==> src/rtl/mem_arb_pkg.sv <==
// Shared types for the unified-memory arbiter.
// Port ownership tags and streak counter width.
package mem_arb_pkg;

  localparam int STREAK_W = 4;

  typedef enum logic [1:0] {
    OWN_NONE,
    OWN_I,
    OWN_D
  } own_t;

endpackage

==> src/rtl/mem_arb_pick.sv <==
// Grant selection and streak-next logic.
// In: i_req, d_req, streak. Out: i_gnt, d_gnt, streak_nxt.
module mem_arb_pick
  import mem_arb_pkg::*;
#(
  parameter int MAX_STREAK = 4
) (
  input  logic                i_req,
  input  logic                d_req,
  input  logic [STREAK_W-1:0] streak,
  output logic                i_gnt,
  output logic                d_gnt,
  output logic [STREAK_W-1:0] streak_nxt
);

  localparam logic [STREAK_W-1:0] MAX =
    STREAK_W'(MAX_STREAK);

  logic starve;

  // Data wins unless fetch has waited out its streak.
  assign starve = i_req && (streak == MAX);
  assign d_gnt  = d_req && !starve;
  assign i_gnt  = i_req && !d_gnt;

  always_comb begin
    streak_nxt = '0;
    if (i_req && d_gnt) begin
      if (streak == MAX)
        streak_nxt = MAX;
      else
        streak_nxt = streak + 1'b1;
    end
  end

endmodule

==> src/rtl/mem_arbiter.sv <==
// Two-port (fetch/data) to one RAM port arbiter.
// Ports: i_* fetch, d_* data, m_* shared RAM.
module mem_arbiter
  import mem_arb_pkg::*;
#(
  parameter int ADDR_W     = 32,
  parameter int MAX_STREAK = 4
) (
  input  logic              clk,
  input  logic              rst,
  input  logic              i_req,
  input  logic [ADDR_W-1:0] i_addr,
  output logic              i_gnt,
  output logic              i_rvalid,
  output logic [31:0]       i_rdata,
  input  logic              d_req,
  input  logic [3:0]        d_we,
  input  logic [ADDR_W-1:0] d_addr,
  input  logic [31:0]       d_wdata,
  output logic              d_gnt,
  output logic              d_rvalid,
  output logic [31:0]       d_rdata,
  output logic [ADDR_W-1:0] m_addr,
  output logic              m_read,
  output logic [3:0]        m_write,
  output logic [31:0]       m_din,
  input  logic [31:0]       m_dout
);

  own_t                cmd_own;
  own_t                rsp_own;
  logic [ADDR_W-1:0]   cmd_addr;
  logic [3:0]          cmd_we;
  logic [31:0]         cmd_wdata;
  logic [STREAK_W-1:0] streak_q;
  logic [STREAK_W-1:0] streak_nxt;
  logic                cmd_rd;
  logic                cmd_d;

  mem_arb_pick #(
    .MAX_STREAK(MAX_STREAK)
  ) u_pick (
    .i_req     (i_req),
    .d_req     (d_req),
    .streak    (streak_q),
    .i_gnt     (i_gnt),
    .d_gnt     (d_gnt),
    .streak_nxt(streak_nxt)
  );

  assign cmd_d  = (cmd_own == OWN_D);
  assign cmd_rd = (cmd_own == OWN_I) ||
                  (cmd_d && cmd_we == 4'b0);

  always_ff @(posedge clk or negedge rst) begin
    if (!rst) begin
      cmd_own   <= OWN_NONE;
      rsp_own   <= OWN_NONE;
      cmd_addr  <= '0;
      cmd_we    <= '0;
      cmd_wdata <= '0;
      streak_q  <= '0;
    end else begin
      streak_q <= streak_nxt;
      unique case (1'b1)
        i_gnt: begin
          cmd_own   <= OWN_I;
          cmd_addr  <= i_addr;
          cmd_we    <= '0;
          cmd_wdata <= '0;
        end
        d_gnt: begin
          cmd_own   <= OWN_D;
          cmd_addr  <= d_addr;
          cmd_we    <= d_we;
          cmd_wdata <= d_wdata;
        end
        default: cmd_own <= OWN_NONE;
      endcase
      // Writes retire at the command cycle.
      rsp_own <= cmd_rd ? cmd_own : OWN_NONE;
    end
  end

  assign m_addr  = (cmd_own != OWN_NONE) ?
                   cmd_addr : '0;
  assign m_read  = cmd_rd;
  assign m_write = cmd_d ? cmd_we : 4'b0;
  assign m_din   = cmd_d ? cmd_wdata : 32'b0;

  assign i_rvalid = (rsp_own == OWN_I);
  assign d_rvalid = (rsp_own == OWN_D);
  assign i_rdata  = m_dout;
  assign d_rdata  = m_dout;

endmodule
==> config.mk <==
export PLATFORM = sky130hd
export DESIGN_NAME = mem_arbiter
export DESIGN_NICKNAME = d
export VERILOG_FILES = /design/src/rtl/mem_arb_pkg.sv /design/src/rtl/mem_arb_pick.sv /design/src/rtl/mem_arbiter.sv
export SDC_FILE = /design/constraint.sdc
export NUM_CORES = 1
export LEC_CHECK = 0
export ABC_AREA = 1
export CAP_MARGIN = 20
export CORE_UTILIZATION = 28
export DETAILED_ROUTE_END_ITERATION = 8
export GPL_ROUTABILITY_DRIVEN = 0
export SLEW_MARGIN = 0
export SYNTH_ARGS = -nofsm -noshare
export SYNTH_HDL_FRONTEND = slang
export SYNTH_SLANG_ARGS = --single-unit
==> constraint.sdc <==
create_clock -name clk -period 1.7 [get_ports clk]
set_input_delay 0.17 -clock clk [delete_from_list [all_inputs] [get_ports clk]]
set_output_delay 0.17 -clock clk [all_outputs]
set_load 0.005 [all_outputs]
; ---- Word level (Yosys, flattened, before mapping)
; Cells that the tools add are included.
[totals]
ff_bits = 76
[op_classes]
n_addsub = 1
n_eq_ne = 5
mux = 10
n_reduce_logical = 11
[ops]
columns = op, count
row1 = case mux 32 bit (2 select lines), 2
row2 = two-way mux 32 bit, 2
row3 = two-way mux 4 bit, 3
row4 = case mux 4 bit (2 select lines), 1
row5 = logical AND 1 bit, 5
row6 = "adder 4 x 1 -> 4 bit, second input constant", 1
row7 = "equality test 2 x 1 -> 1 bit, second input constant", 2
row8 = "equality test 2 bit, second input constant", 2
row9 = "equality test 4 x 3 -> 1 bit, second input constant", 1
row10 = logical NOT 4 bit, 1
row11 = case mux 2 bit (2 select lines), 1
row12 = nonzero test 2 bit, 2
row13 = logical NOT 1 bit, 2
row14 = two-way mux 2 bit, 1
row15 = logical OR 1 bit, 1

; ---- Depth between registers and ports, before layout
; Gate-level depths: netlist (run 1).
[depth]
ltp_word = 7
mapped_depth = 9
ltp_nobuf = 7

; ---- Hierarchy
; Synthesis (run 1) repeated with hierarchy kept, for this count alone.
[hier_totals]
hier_cells = 583
hier_area_um2 = 4232.8
[by_module_without_submodules]
columns = mod, instances, cells_each, area_each_um2, seq_area_each_um2
row1 = mem_arbiter, 1, 559, 4101.4, 1901.8
row2 = mem_arb_pick, 1, 24, 131.4, 0.0

; ---- Worst setup path after synthesis (run 1)
; OpenSTA, ideal clock, no wires.
[synth_timing]
path_type = reg2reg
startpoint = reg streak_q[0]
endpoint = reg cmd_wdata[10]
arrival_time_ns = 1.331
t_required_ns = 1.584
slack_ns = 0.253
path_stages_with_launch = 10
n_path_buf = 2
synth_period_minus_slack_ns = 1.447
cell_sequence = dfrtp_1 -> inv_1 -> ha_1 -> nand4_2 -> nand2_2 -> inv_2 -> buf_6 -> buf_2 -> nand2_1 -> nand2_1
[synth_between]
elab_chain_cells = 7
[synth_lines]
columns = element, line
row1 = "start, declared", mem_arbiter.sv:35  ; logic [STREAK_W-1:0] streak_q;
row2 = "start signal, assigned", mem_arbiter.sv:64  ; streak_q <= streak_nxt;
row3 = equality test 4 x 3 -> 1 bit (*), mem_arb_pick.sv:22  ; assign starve = i_req && (streak == MAX);
row4 = logical AND 1 bit (*), mem_arb_pick.sv:22
row5 = logical NOT 1 bit (*), mem_arb_pick.sv:23  ; assign d_gnt = d_req && !starve;
row6 = logical AND 1 bit (*), mem_arb_pick.sv:23
row7 = logical NOT 1 bit, mem_arb_pick.sv:24  ; assign i_gnt = i_req && !d_gnt;
row8 = logical AND 1 bit, mem_arb_pick.sv:24
row9 = case mux 32 bit (2 select lines) / nonzero test 2 bit (equally long branches), n/a
row10 = "end signal, assigned", mem_arbiter.sv:76  ; cmd_wdata <= d_wdata;
row11 = "end, declared", mem_arbiter.sv:34  ; logic [31:0] cmd_wdata;
; Every way passes the cells marked *; elsewhere a longest branch is shown, timed or not.
; A chain may end at the register's enable or synchronous reset.

; ---- Worst setup path after layout (run 1)
[layout_timing]
startpoint = reg cmd_own[1]
endpoint = out m_addr[11]
[layout_between]
elab_chain_cells = 2
[layout_lines]
columns = element, line
row1 = "start, declared", mem_arbiter.sv:30  ; own_t cmd_own;
row2 = "start signal, assigned", mem_arbiter.sv:57  ; cmd_own <= OWN_NONE;
row3 = "start signal, assigned", mem_arbiter.sv:67  ; cmd_own <= OWN_I;
row4 = "start signal, assigned", mem_arbiter.sv:73  ; cmd_own <= OWN_D;
row5 = nonzero test 2 bit, mem_arbiter.sv:85  ; assign m_addr = (cmd_own != OWN_NONE) ?
row6 = two-way mux 32 bit, mem_arbiter.sv:85
row7 = "end, declared", mem_arbiter.sv:23  ; output logic [ADDR_W-1:0] m_addr,
; No other way between the ends.

==> out/results.tsv, run 1 <==
stage	metric	value	unit
sta	worstMarginPinSlew	0.4215	ns
cells_and_area	mostFrequentLayoutCells	174 x nand2_1, 109 x inv_1, 107 x nor2_1, 104 x clkdlybuf4s50_1, 76 x dfrtp_1	
sta	hold_viol_final	0	
routing	highest_layer	met4	
die	fp.dieW	127.6	um
cells_and_area	final_common_cell	nand2_1	
routing	wl_met3	1130	um
setup_path	crit_chain	nor2_2 -> buf_12 -> nor2_1 -> dlygate4sd2_1	
sta	slew_viol_final	0	
sta	setup_violations	0	
grt	antenna_found_initial	0	
grt	grt_start_max_net_pins	77	
routing	drtIter0Drc	167	
job	drv_cap	0	
die	rows	45	
synthesis	netlist_area	4415	um^2
die	boundaryPins	273	
synthesis	synth.avg_cell_area	6.878	um^2
clocking	clk_pin_slew	0.06	ns
synthesis	synth_seq_cells	76	
placement	io_buffers	176	
setup_path	worst_path_largest_cell_delay	0.42	ns
pwr	power_density	822.1	nW/um^2
die	dieArea	16280	um^2
clocking	htree_levels	3	
die	fp.coreArea	15310	um^2
routing	antenna_left	0	
sta	rsz0062_at_grt	yes	
setup_path	critPathLaunchType	flop	
cells_and_area	final_core_util	41.44	%
clocking	cts_tree	built	
sta	whs	0.3400	ns
sta	slew_headroom	71.90	%
setup_path	worstSetupPathType	flop to output pin	
grt	grt_pass1_wl	18540	um
cells_and_area	num-fill-cells	1619	
sta	finalCritPeriodShare	95.59	%
routing	via_per_inst	4.100	
cells_and_area	nNetsFinal	891	
routing	vias	3973	
clocking	clkLatencyLatePin	0.34	ns
status	status	finished clean	
die	start_util	28.83	%
clocking	clockBufferDepth	2	
die	dieHeight	127.6	um
cells_and_area	diodes	0	
placement	placed_area	6003	um^2
synthesis	synth-seq-area-share	43.07	%
cells_and_area	fin_area	6346	um^2
clocking	root_buffer	clkbuf_16	
setup_path	critPathBufInv	2	
cells_and_area	area_delta_synth_final	43.72	%
setup_path	arrival	1.46	ns
grt	grt_usage	14.64	%
grt	grt_overflow	0	
hold_path	hold_path.class	primary input to output pin	
sta	fin_setup_tns	0	ns
routing	firstDrtPassIters	4	
routing	drc	0	
clocking	cts_num_sinks	76	
routing	wl_per_cell	11.95	um
clocking	numCtsBuffers	9	
routing	dr_wl_met2	4982	um
setup_path	critical_path.top_delay_family	buffers and inverters	
setup_path	required	1.53	ns
pwr	peakVddDrop	0.5530	mV
synthesis	yosysUniqueCellTypes	16	
cells_and_area	drive_gt1_share	6.069	%
setup_path	worstPathMaxFanout	32	
sta	post-route-min-period	1.625	ns
synthesis	yosysWarnings	0	
cells_and_area	fin_cells	969	
setup_path	critPathCaptureType	output pin	
setup_path	slowest_stage	dfrtp_1	
pwr	leakagePower	3.421	nW
routing	wl	11580	um
sta	fmax	615.4	MHz
placement	post-place-cells	950	
synthesis	synth_cells	642	
sta	finClkSkew	0.007471	ns
grt	grt_pass1_vias	3895	
routing	met1_length	5079	um
synthesis	synthesis.nets	780	
placement	dp_hpwl	7762	um
## area by class of cell
| class | instances | area [um^2] | share of cell area [%] |
|---|---|---|---|
| repair buffers | 194 | 1902 | 29.97 |
| clock buffers | 9 | 225.2 | 3.549 |
| well taps | 211 | 264.0 | 4.160 |
| clock inverters | 7 | 121.4 | 1.912 |
| inverters | 111 | 416.7 | 6.565 |
| flip-flops and latches | 76 | 1902 | 29.97 |
| multi-input cells | 361 | 1515 | 23.88 |
## state kept, by name, indices dropped and copies added, names as in the netlist
signal,flops
cmd_addr,32
cmd_own,2
cmd_wdata,32
cmd_we,4
streak_q,4
rsp_own,2
## routing by layer
metal	global-route usage, %	vias to the layer above
li1	-	2032
met1	16.61	1747
met2	23.92	149
met3	5.444	45
met4	7.958	0
met5	0	-
## synth_stat cells
cell type | instances | share of area, %
clkbuf_1 | 15 | 1.3
nor2_2 | 1 | 0.14
xor2_1 | 1 | 0.20
nor2_1 | 110 | 9.4
nand3_1 | 68 | 7.7
dfrtp_1 | 76 | 43
buf_2 | 14 | 1.6
inv_1 | 110 | 9.4
buf_4 | 64 | 11
nand4_2 | 1 | 0.28
inv_2 | 1 | 0.085
nand2_1 | 175 | 15
ha_1 | 2 | 0.57
o21ai_0 | 2 | 0.23
nand2_2 | 1 | 0.14
buf_6 | 1 | 0.26
## cells by family (layout without fill, tap and decap cells)
group	count (synthesis)	count (layout)	share of synthesized area, %
compound gates	2	2	0.2267
xor+xnor	1	1	0.1984
fa+ha+maj	2	2	0.5666
buf+inv	205	321	23.43
flops	76	76	43.07
simple gates	356	356	32.50
## through the flow
| step | setup slack, ns | total power [mW] |
|---|---|---|
| 6_report | 0.07499 | 5.217 |
| 3_5_place_dp | -0.03379 | 3.103 |
| 4_1_cts | -0.1626 | 5.308 |
| 3_3_place_gp | -0.003007 | 3.099 |
| 2_1_floorplan | 0.2529 | 2.574 |
| 5_1_grt | -0.004707 | 5.507 |
## where the power goes
group	switching, mW	total (mW)	leakage, nW	internal [mW]
combinational	0.435	0.959	2.31	0.524
sequential	0.0776	2.04	0.941	1.96
clock	0.779	2.22	0.170	1.44
## worst reg2reg max path, delay by kind of cell, from the launching register on
family | cells | cell delay, ns
simple gates | 4 | 0.40
fa+ha+maj | 1 | 0.15
flops | 1 | 0.37
buf+inv | 3 | 0.54
## repair_timing
| action | in CTS | in global routing |
|---|---|---|
| hold endpoints to repair | 76 | 0 |
| hold buffers | 1 | 0 |
| pin swaps | 0 | 2 |
| setup buffers | 1 | 1 |
| setup endpoints to repair | 71 | 23 |
| gates resized for setup | 77 | 26 |
## path summary, 6_finish.rpt
check                       startpoint           end  slack (ns)  cells after the start
max                         cmd_own[1]    m_addr[11]        0.07                      4
min in group asynchronous          rst  cmd_addr[19]        0.41                      3
min reg2reg                  cmd_we[2]     cmd_we[2]        0.48                      2
min                         m_dout[18]   d_rdata[18]        0.34                      0
max in group asynchronous          rst   cmd_addr[4]        0.94                      3
max reg2reg                streak_q[1]  cmd_addr[22]        0.17                      8
No activity file was read; power rests on OpenSTA's default activity.
==> inputs of run 2 (changes only) <==
--- a/config.mk
+++ b/config.mk
@@ -7,9 +7,10 @@
 export LEC_CHECK = 0
 export ABC_AREA = 1
 export CAP_MARGIN = 20
-export CORE_UTILIZATION = 28
+export CORE_UTILIZATION = 38
 export DETAILED_ROUTE_END_ITERATION = 8
 export GPL_ROUTABILITY_DRIVEN = 0
+export PLACE_DENSITY = 0.82
 export SLEW_MARGIN = 0
 export SYNTH_ARGS = -nofsm -noshare
 export SYNTH_HDL_FRONTEND = slang
==> out/results.tsv, run 2 (same netlist as run 1, synthesis figures left out) <==
stage	metric	value	unit
clocking	cts_tree	built	
pwr	peakVddDrop	0.3971	mV
pwr	p_sw_share	26.06	%
grt	antenna_found_initial	0	
die	boundaryPins	273	
pwr	p_switching	1.293	mW
sta	setup_violations	0	
routing	firstDrtPassIters	4	
clocking	htree_levels	3	
clocking	clk_pin_slew	0.07	ns
setup_path	r2r_cells	8	
clocking	root_buffer	clkbuf_16	
sta	rsz0062_at_grt	yes	
routing	drtIter0Drc	177	
sta	whs	0.3125	ns
die	dieHeight	109.8	um
placement	post-place-cells	884	
routing	wl	11480	um
placement	placed_area	5914	um^2
die	fp.coreArea	11080	um^2
die	start_util	39.86	%
cells_and_area	fin_area	6242	um^2
sta	finClkSkew	0.01328	ns
grt	grt_pass1_wl	17970	um
placement	dp_slack	-0.02809	ns
sta	post-route-min-period	1.638	ns
sta	finalCritPeriodShare	96.37	%
setup_path	r2r_start	streak_q[1]	
setup_path	crit_chain	nor2_4 -> buf_6 -> nor2_1 -> dlygate4sd2_1	
hold_path	hold_path.class	primary input to async pin	
grt	grt_usage	19.50	%
job	drv_cap	0	
sta	setup_ws	0.06173	ns
cells_and_area	num-fill-cells	1074	
cells_and_area	multi_input_area	1525	um^2
setup_path	critPathCaptureType	output pin	
cells_and_area	area_delta_synth_final	41.37	%
clocking	cts_num_sinks	76	
clocking	clkLatencyLatePin	0.33	ns
sta	fmax	610.4	MHz
routing	via_per_inst	4.469	
setup_path	slowest_stage	dfrtp_2	
pwr	p_seq_share	41.1	%
sta	slew_headroom	70.94	%
die	fp.dieW	109.8	um
pwr	power.internal	3.668	mW
grt	grt_pass1_vias	3798	
sta	worstMarginPinSlew	0.4359	ns
clocking	clockBufferDepth	2	
setup_path	arrival	1.47	ns
cells_and_area	seq_area	1903	um^2
pwr	leakagePower	3.444	nW
setup_path	critPathBufInv	2	
cells_and_area	reg_top3	cmd_addr: 32 flops, cmd_wdata: 32 flops	
placement	io_buffers	176	
sta	hold_viol_final	0	
grt	grt_start_max_net_pins	46	
cells_and_area	final_common_cell	nand2_1	
die	rows	38	
cells_and_area	mostFrequentLayoutCells	174 x nand2_1, 109 x inv_1, 107 x nor2_1, 104 x clkdlybuf4s50_1, 75 x dfrtp_1	
placement	dp_hpwl	8252	um
setup_path	r2r-end	cmd_addr[30]	
setup_path	worst_path_largest_cell_delay	0.45	ns
status	status	finished clean	
grt	grt_overflow	0	
pwr	power_density	794.7	nW/um^2
pwr	p_clk_share	39.4	%
cells_and_area	fin_cells	905	
cells_and_area	drive_gt1_share	7.059	%
routing	vias	4044	
sta	slew_viol_final	0	
routing	drc	0	
setup_path	required	1.53	ns
setup_path	worstPathMaxFanout	10	
clocking	numCtsBuffers	9	
pwr	comb_power_share	19.4	%
sta	fin_setup_tns	0	ns
setup_path	r2r_slack	0.20	ns
routing	wl_per_cell	12.68	um
setup_path	critPathLaunchType	flop	
cells_and_area	nNetsFinal	898	
routing	antenna_left	0	
setup_path	crit_path_start	cmd_own[1]	
setup_path	critical_path.top_delay_family	flip-flops	
pwr	p_total	4.961	mW
cells_and_area	diodes	0	
die	dieArea	12050	um^2
setup_path	worstSetupPathType	flop to output pin	
cells_and_area	final_core_util	56.35	%
run 2: changes by cell type in the layout (fill, tap and decap cells not counted), moves of 2 or more:
cell	previous run	this run
dlygate4sd2_1	50	67
clkdlybuf4s15_1	18	2
buf_4	12	18
buf_12	6	3
buf_6	0	3
bufinv_16	3	1
clkinvlp_4	0	2
run 2: timing repair:
item	4_1_cts	5_1_grt
endpoints found under the setup margin	71	15
hold endpoints to repair	31	0
gates resized for setup	89	8
gates cloned	1	0
hold buffers	1	0
pin swaps	0	1
buffers inserted	2	1
run 2: power groups by stage:
stage,clock [mW],combinational [mW],sequential [mW]
finish,1.96,0.964,2.04
global route,2.10,1.09,2.06
CTS,2.02,0.975,2.04
detailed placement,0,1.03,2.07
global placement,0,1.02,2.06
floorplan,0,0.525,2.05
run 2: final cells by class:
| cell class | instances | area share (%) |
|---|---|---|
| Sequential cell | 76 | 30.49 |
| Tap cell | 140 | 2.806 |
| Timing Repair Buffer | 201 | 30.63 |
| Inverter | 111 | 6.675 |
| Clock buffer | 10 | 3.828 |
| Clock inverter | 6 | 1.143 |
| Multi-Input combinational cell | 361 | 24.43 |
run 2: worst max path at each step:
stage                                to  cells past startpoint  slack [ns]
after detailed placement          i_gnt                      6       -0.03
after global placement            i_gnt                      6       -0.01
after floorplan           cmd_wdata[10]                      9        0.25
final                        m_addr[21]                      4        0.06
after global routing         m_addr[13]                      4       -0.02
after CTS                         i_gnt                      7        0.01
run 2: per-layer routing:
layer | track usage (%) | up-vias | routed length [um]
met2 | 32.41 | 159 | 5435
li1 | - | 2052 | -
met3 | 7.528 | 38 | 1152
met5 | 0 | - | 0
met1 | 22.33 | 1795 | 4623
met4 | 8.095 | 0 | 265
==> edit 1: new RTL, config.mk and constraints of run 2 <==
Re-encode `own_t` (3 values) as one-hot, 3 bits wide.
--- a/src/rtl/mem_arb_pkg.sv
+++ b/src/rtl/mem_arb_pkg.sv
@@ -5,8 +5,8 @@
   localparam int STREAK_W = 4;
 
-  typedef enum logic [1:0] {
-    OWN_NONE,
-    OWN_I,
-    OWN_D
+  typedef enum logic [2:0] {
+    OWN_NONE = 3'b001,
+    OWN_I    = 3'b010,
+    OWN_D    = 3'b100
   } own_t;
 
Function: no difference found for any inputs over 10 cycles, from zero or initial values and one cycle with rst low; not proved beyond that.
==> edit 1 against run 2 <==
Worst setup slack got worse by 0.24 ns; fmax down 13%; power up 4.3%; global-route usage rose by 0.72 points; highest routed layer unchanged; die area is 2.0% higher; sequential cell count increased by 2; wire length is 8.3% higher; area after synthesis up 2.0%; via count up 6.0%; first-iteration DRC count increased by 9.6%; cell area grew 8.7%; critical path type unchanged; the flow now finishes with violations (setup timing); cell count grew 4.2%.
==> edit 1: results (changes against run 2) <==
worst_path_dominant_cell_family: "buffers and inverters"
hpwl_um: 7940  # -3.7%
met3WireLength_um: 953  # -17%
synthTopCellsByArea: "dfrtp_1, nand2_1, buf_4, inv_1, nor2_1"
finalSetupViolCount: 32  # +32
critPathArrivalTime_ns: 1.71  # +0.24 ns
p_sw_share_pct: 26.2  # +0.18 points
violations: "setup timing"
grt_pass1_wl_um: 19900  # +11%
use_met3_pct: 5.25  # -2.3 points
nets: 933  # +3.9%
synth.distinct_cells: 20  # +4
relSlewSlack_pct: 65.9  # -5.0 points
multi_input_area_share_pct: 24.5  # +0.041 points
synthAdderAreaFrac_pct: 0.556  # -0.011 points
drt-met1-wl_um: 4790  # +3.6%
fin_setup_tns_ns: -3.18  # -3.18 ns
layout.non_clock_buffers: 234  # +16%
crit_start: "cmd_own[0]"
fin_ws_ns: -0.182  # -0.244 ns
grt_util_met2_pct: 34.1  # +1.7 points
numSequentialCells: 78  # +2.6%
slowest_stage: "dfstp_2"
synth_seq_area_share_pct: 43.4  # +0.32 points
synth_nets: 784  # +0.51%
grt_max_degree: 39  # -15%
status: "finished with violations"
max_stage_delay_ns: 0.55  # +0.10 ns
crit_path_end: "m_addr[20]"
clk_share_pct: 4.52  # -0.45 points
r2r_start: "streak_q[0]"
drtIter0Drc: 194  # +9.6%
r2r_setup_slack_ns: 0.24  # +0.04 ns
vdd_drop_max_uv: 662  # +67%
reg2reg_depth: 6  # -2
grt_use_total_pct: 20.2  # +0.72 points
synth-compound-area-share_pct: 0.278  # +0.051 points
wl_met2_um: 6290  # +16%
use_met1_pct: 23.8  # +1.4 points
drt_wl_total_um: 12400  # +8.3%
leakage_nw: 3.81  # +11%
cp_max_fo: 7  # -3
-- edit 1: worst min path at each step --
stage                         endpoint  slack [ns]  cells past startpoint
after global routing       i_rdata[31]        0.34                      0
after floorplan            cmd_addr[0]       -0.13                      0
after detailed placement   cmd_addr[7]        0.18                      1
after global placement     cmd_addr[7]        0.18                      1
after CTS                  d_rdata[21]        0.34                      0
final                     cmd_addr[13]        0.34                      2
-- edit 1: what timing repair did --
action,in CTS,in global routing
endpoints found under the hold margin,33,0
gates cloned,3,3
setup endpoints to repair,71,71
hold buffers,1,0
resized for setup,179,113
buffers inserted,23,11
pin swaps,1,4
-- edit 1: logic make-up (layout without fill, tap and decap cells) --
group / count (synthesis) / in the layout
AND/OR/NAND/NOR: 356 / 356
XOR/XNOR: 1 / 1
adder cells (fa/ha/maj): 2 / 2
flip-flops: 78 / 78
AO/OA/AOI/OAI: 2 / 2
buffers and inverters: 207 / 361
-- edit 1: stage by stage --
stage / setup slack, ns / instance area, um^2 / std cells / power [mW] / hold WS (ns)
6_report: -0.182 / 6780 / 943 / 5.17 / 0.340
4_1_cts: -0.222 / 6520 / 930 / 5.15 / 0.340
3_3_place_gp: -0.0114 / 6000 / 887 / 3.15 / 0.177
3_5_place_dp: -0.0406 / 6000 / 887 / 3.17 / 0.178
5_1_grt: -0.253 / 6780 / 943 / 5.48 / 0.340
2_1_floorplan: 0.271 / 4500 / 646 / 2.64 / -0.126
-- edit 1: power groups by stage --
stage	Combinational (mW)	Sequential, mW	Clock [mW]
6_report	1.13	2.10	1.95
5_1_grt	1.26	2.11	2.11
4_1_cts	1.04	2.09	2.01
3_5_place_dp	1.04	2.13	0
3_3_place_gp	1.03	2.12	0
2_1_floorplan	0.533	2.10	0
==> edit 2: new RTL, flow settings as in run 2 <==
Without the edit above. Change the parameter `ADDR_W` from 32 to 16.
--- a/src/rtl/mem_arbiter.sv
+++ b/src/rtl/mem_arbiter.sv
@@ -4,5 +4,5 @@
   import mem_arb_pkg::*;
 #(
-  parameter int ADDR_W     = 32,
+  parameter int ADDR_W     = 16,
   parameter int MAX_STREAK = 4
 ) (
Ports: changed (resized d_addr, i_addr and m_addr); port bits go from 273 to 225. No check against the original RTL was run, so the function may have changed too.
==> edit 2 against run 2 <==
The run now ends with setup timing left; register-to-register slack gained 0.05 ns; power shrank 32%; cell area shrank 26%; wire length shrank 26%; clock power shrank 44%; sequential cell count shrank 16; global-route usage shrank 0.85 points; area after synthesis shrank 22%; count of clock-buffer cells in the layout grew 3; worst setup slack lost 0.16 ns; largest power group unchanged.
==> edit 2: results (changes against run 2) <==
status: "finished with violations"
violations: "setup timing"
yosys_warnings: 0  # unchanged
wl_per_cell_um: 12.6  # -0.59%
grt_pass1_vias: 3094  # -19%
vias: 3004  # -26%
fin_ws_ns: -0.103  # -0.164 ns
htree_num_levels: 3  # unchanged
antennaDiodeCount: 0  # unchanged
fin_setup_tns_ns: -0.870  # -0.870 ns
cp_max_fo: 8  # -2
synthTopCellsByArea: "dfrtp_1, nand2_1, buf_4, nor2_1, inv_1"
leakage_nw: 2.61  # -24%
regArea_um2: 1500  # -21%
hp-class: "in -> out"
largest_registers: "cmd_wdata (32), cmd_addr (16)"
synth.distinct_cells: 16  # unchanged
insertion_delay_ns: 0.32
finalSetupViolCount: 10  # +10
synth_nets: 593  # -24%
vdd_drop_max_uv: 321  # -19%
synth_seq_area_share_pct: 43.4  # +0.31 points
worst_path_dominant_cell_family: "buffers and inverters"
drtIter0Drc: 72  # -59%
drt_wl_total_um: 8510  # -26%
max_stage_delay_ns: 0.50  # +0.05 ns
hpwl_um: 6230  # -25%
cts_made_buffers: 9  # unchanged
grt_use_total_pct: 18.7  # -0.85 points
grt_pass1_wl_um: 14100  # -21%
slowest_stage: "clkdlybuf4s50_1"
cap_violations: 0  # unchanged
tightest_slew_ns: 0.557  # +0.121 ns
synth_commonest_cells: "nand2_1, nor2_1, inv_1"
layout-drive-gt1-share_pct: 8.64  # +1.6 points
synth_ff_type: "dfrtp_1"
clockRootBuffer: "clkbuf_8"
critPathArrivalTime_ns: 1.63  # +0.16 ns
grt_max_degree: 51  # +11%
async_flop_share_pct: 100  # unchanged
synth.avg_cell_area_um2: 7.11  # +3.3%
port_buffers: 128  # -27%
dpl_worst_slack_ns: -0.135  # -0.107 ns
numPlacedInstances: 655  # -26%
cts_max_path_buffers: 2  # unchanged
nets: 669  # -26%
clk_pin_slew_ns: 0.06
antenna_found_initial: 0  # unchanged
dr.pass1.iters: 4  # unchanged
finClkSkew_ns: 0.00902  # -0.00426 ns
fill_cells: 821  # -24%
placed_area_um2: 4440  # -25%
-- edit 2: changes by cell type after synthesis, sizes merged --
cell | run 2 | this run
dfrtp | 76 | 60
nand2 | 176 | 144
inv | 111 | 79
nand3 | 68 | 36
clkbuf | 15 | 9
nor2 | 111 | 79
buf | 79 | 74
-- edit 2: metal layers --
layer  global-route usage [%]  wire, um
met5                        0         0
met2                     34.3      4470
met1                     20.1      3350
met4                     8.71       180
met3                     4.17       507
-- edit 2: layout make-up --
cell class	count	area share [%]
Clock buffer	13	3.42
Clock inverter	2	0.216
Inverter	79	6.38
Multi-Input combinational cell	265	24.2
Sequential cell	60	32.3
Tap cell	108	2.91
Timing Repair Buffer	148	30.6
-- edit 2: final timing paths --
kind | from | depth (start not counted) | slack (ns) | end
worst max-delay path | cmd_own[0] | 5 | -0.10 | m_din[30]
worst min-delay path | m_dout[0] | 0 | 0.34 | i_rdata[0]
worst max register to register | streak_q[0] | 8 | 0.25 | cmd_wdata[28]
worst min register to register | cmd_wdata[7] | 2 | 0.48 | cmd_wdata[7]
max in group asynchronous | rst | 3 | 0.73 | streak_q[3]
min in group asynchronous | rst | 2 | 0.36 | cmd_addr[9]
-- edit 2: power breakdown --
group	switching (mW)	total, mW	internal [mW]
logic	0.316	0.691	0.375
clock network	0.501	1.10	0.596
registers	0.0643	1.60	1.54
-- edit 2: cells by family after synthesis --
kind of cell / after synthesis / synth area share [%]
compound gates: 2 / 0.289
xor+xnor: 1 / 0.253
fa+ha+maj: 2 / 0.723
buf+inv: 162 / 25.3
flops: 60 / 43.4
simple gates: 260 / 30.1
-- edit 2: what timing repair did --
item / CTS / global route
setup endpoints to repair: 55 / 19
hold buffers: 1 / 0
gates resized for setup: 55 / 11
pin swaps: 2 / 2
setup buffers: 2 / 2
endpoints found under the hold margin: 22 / 0
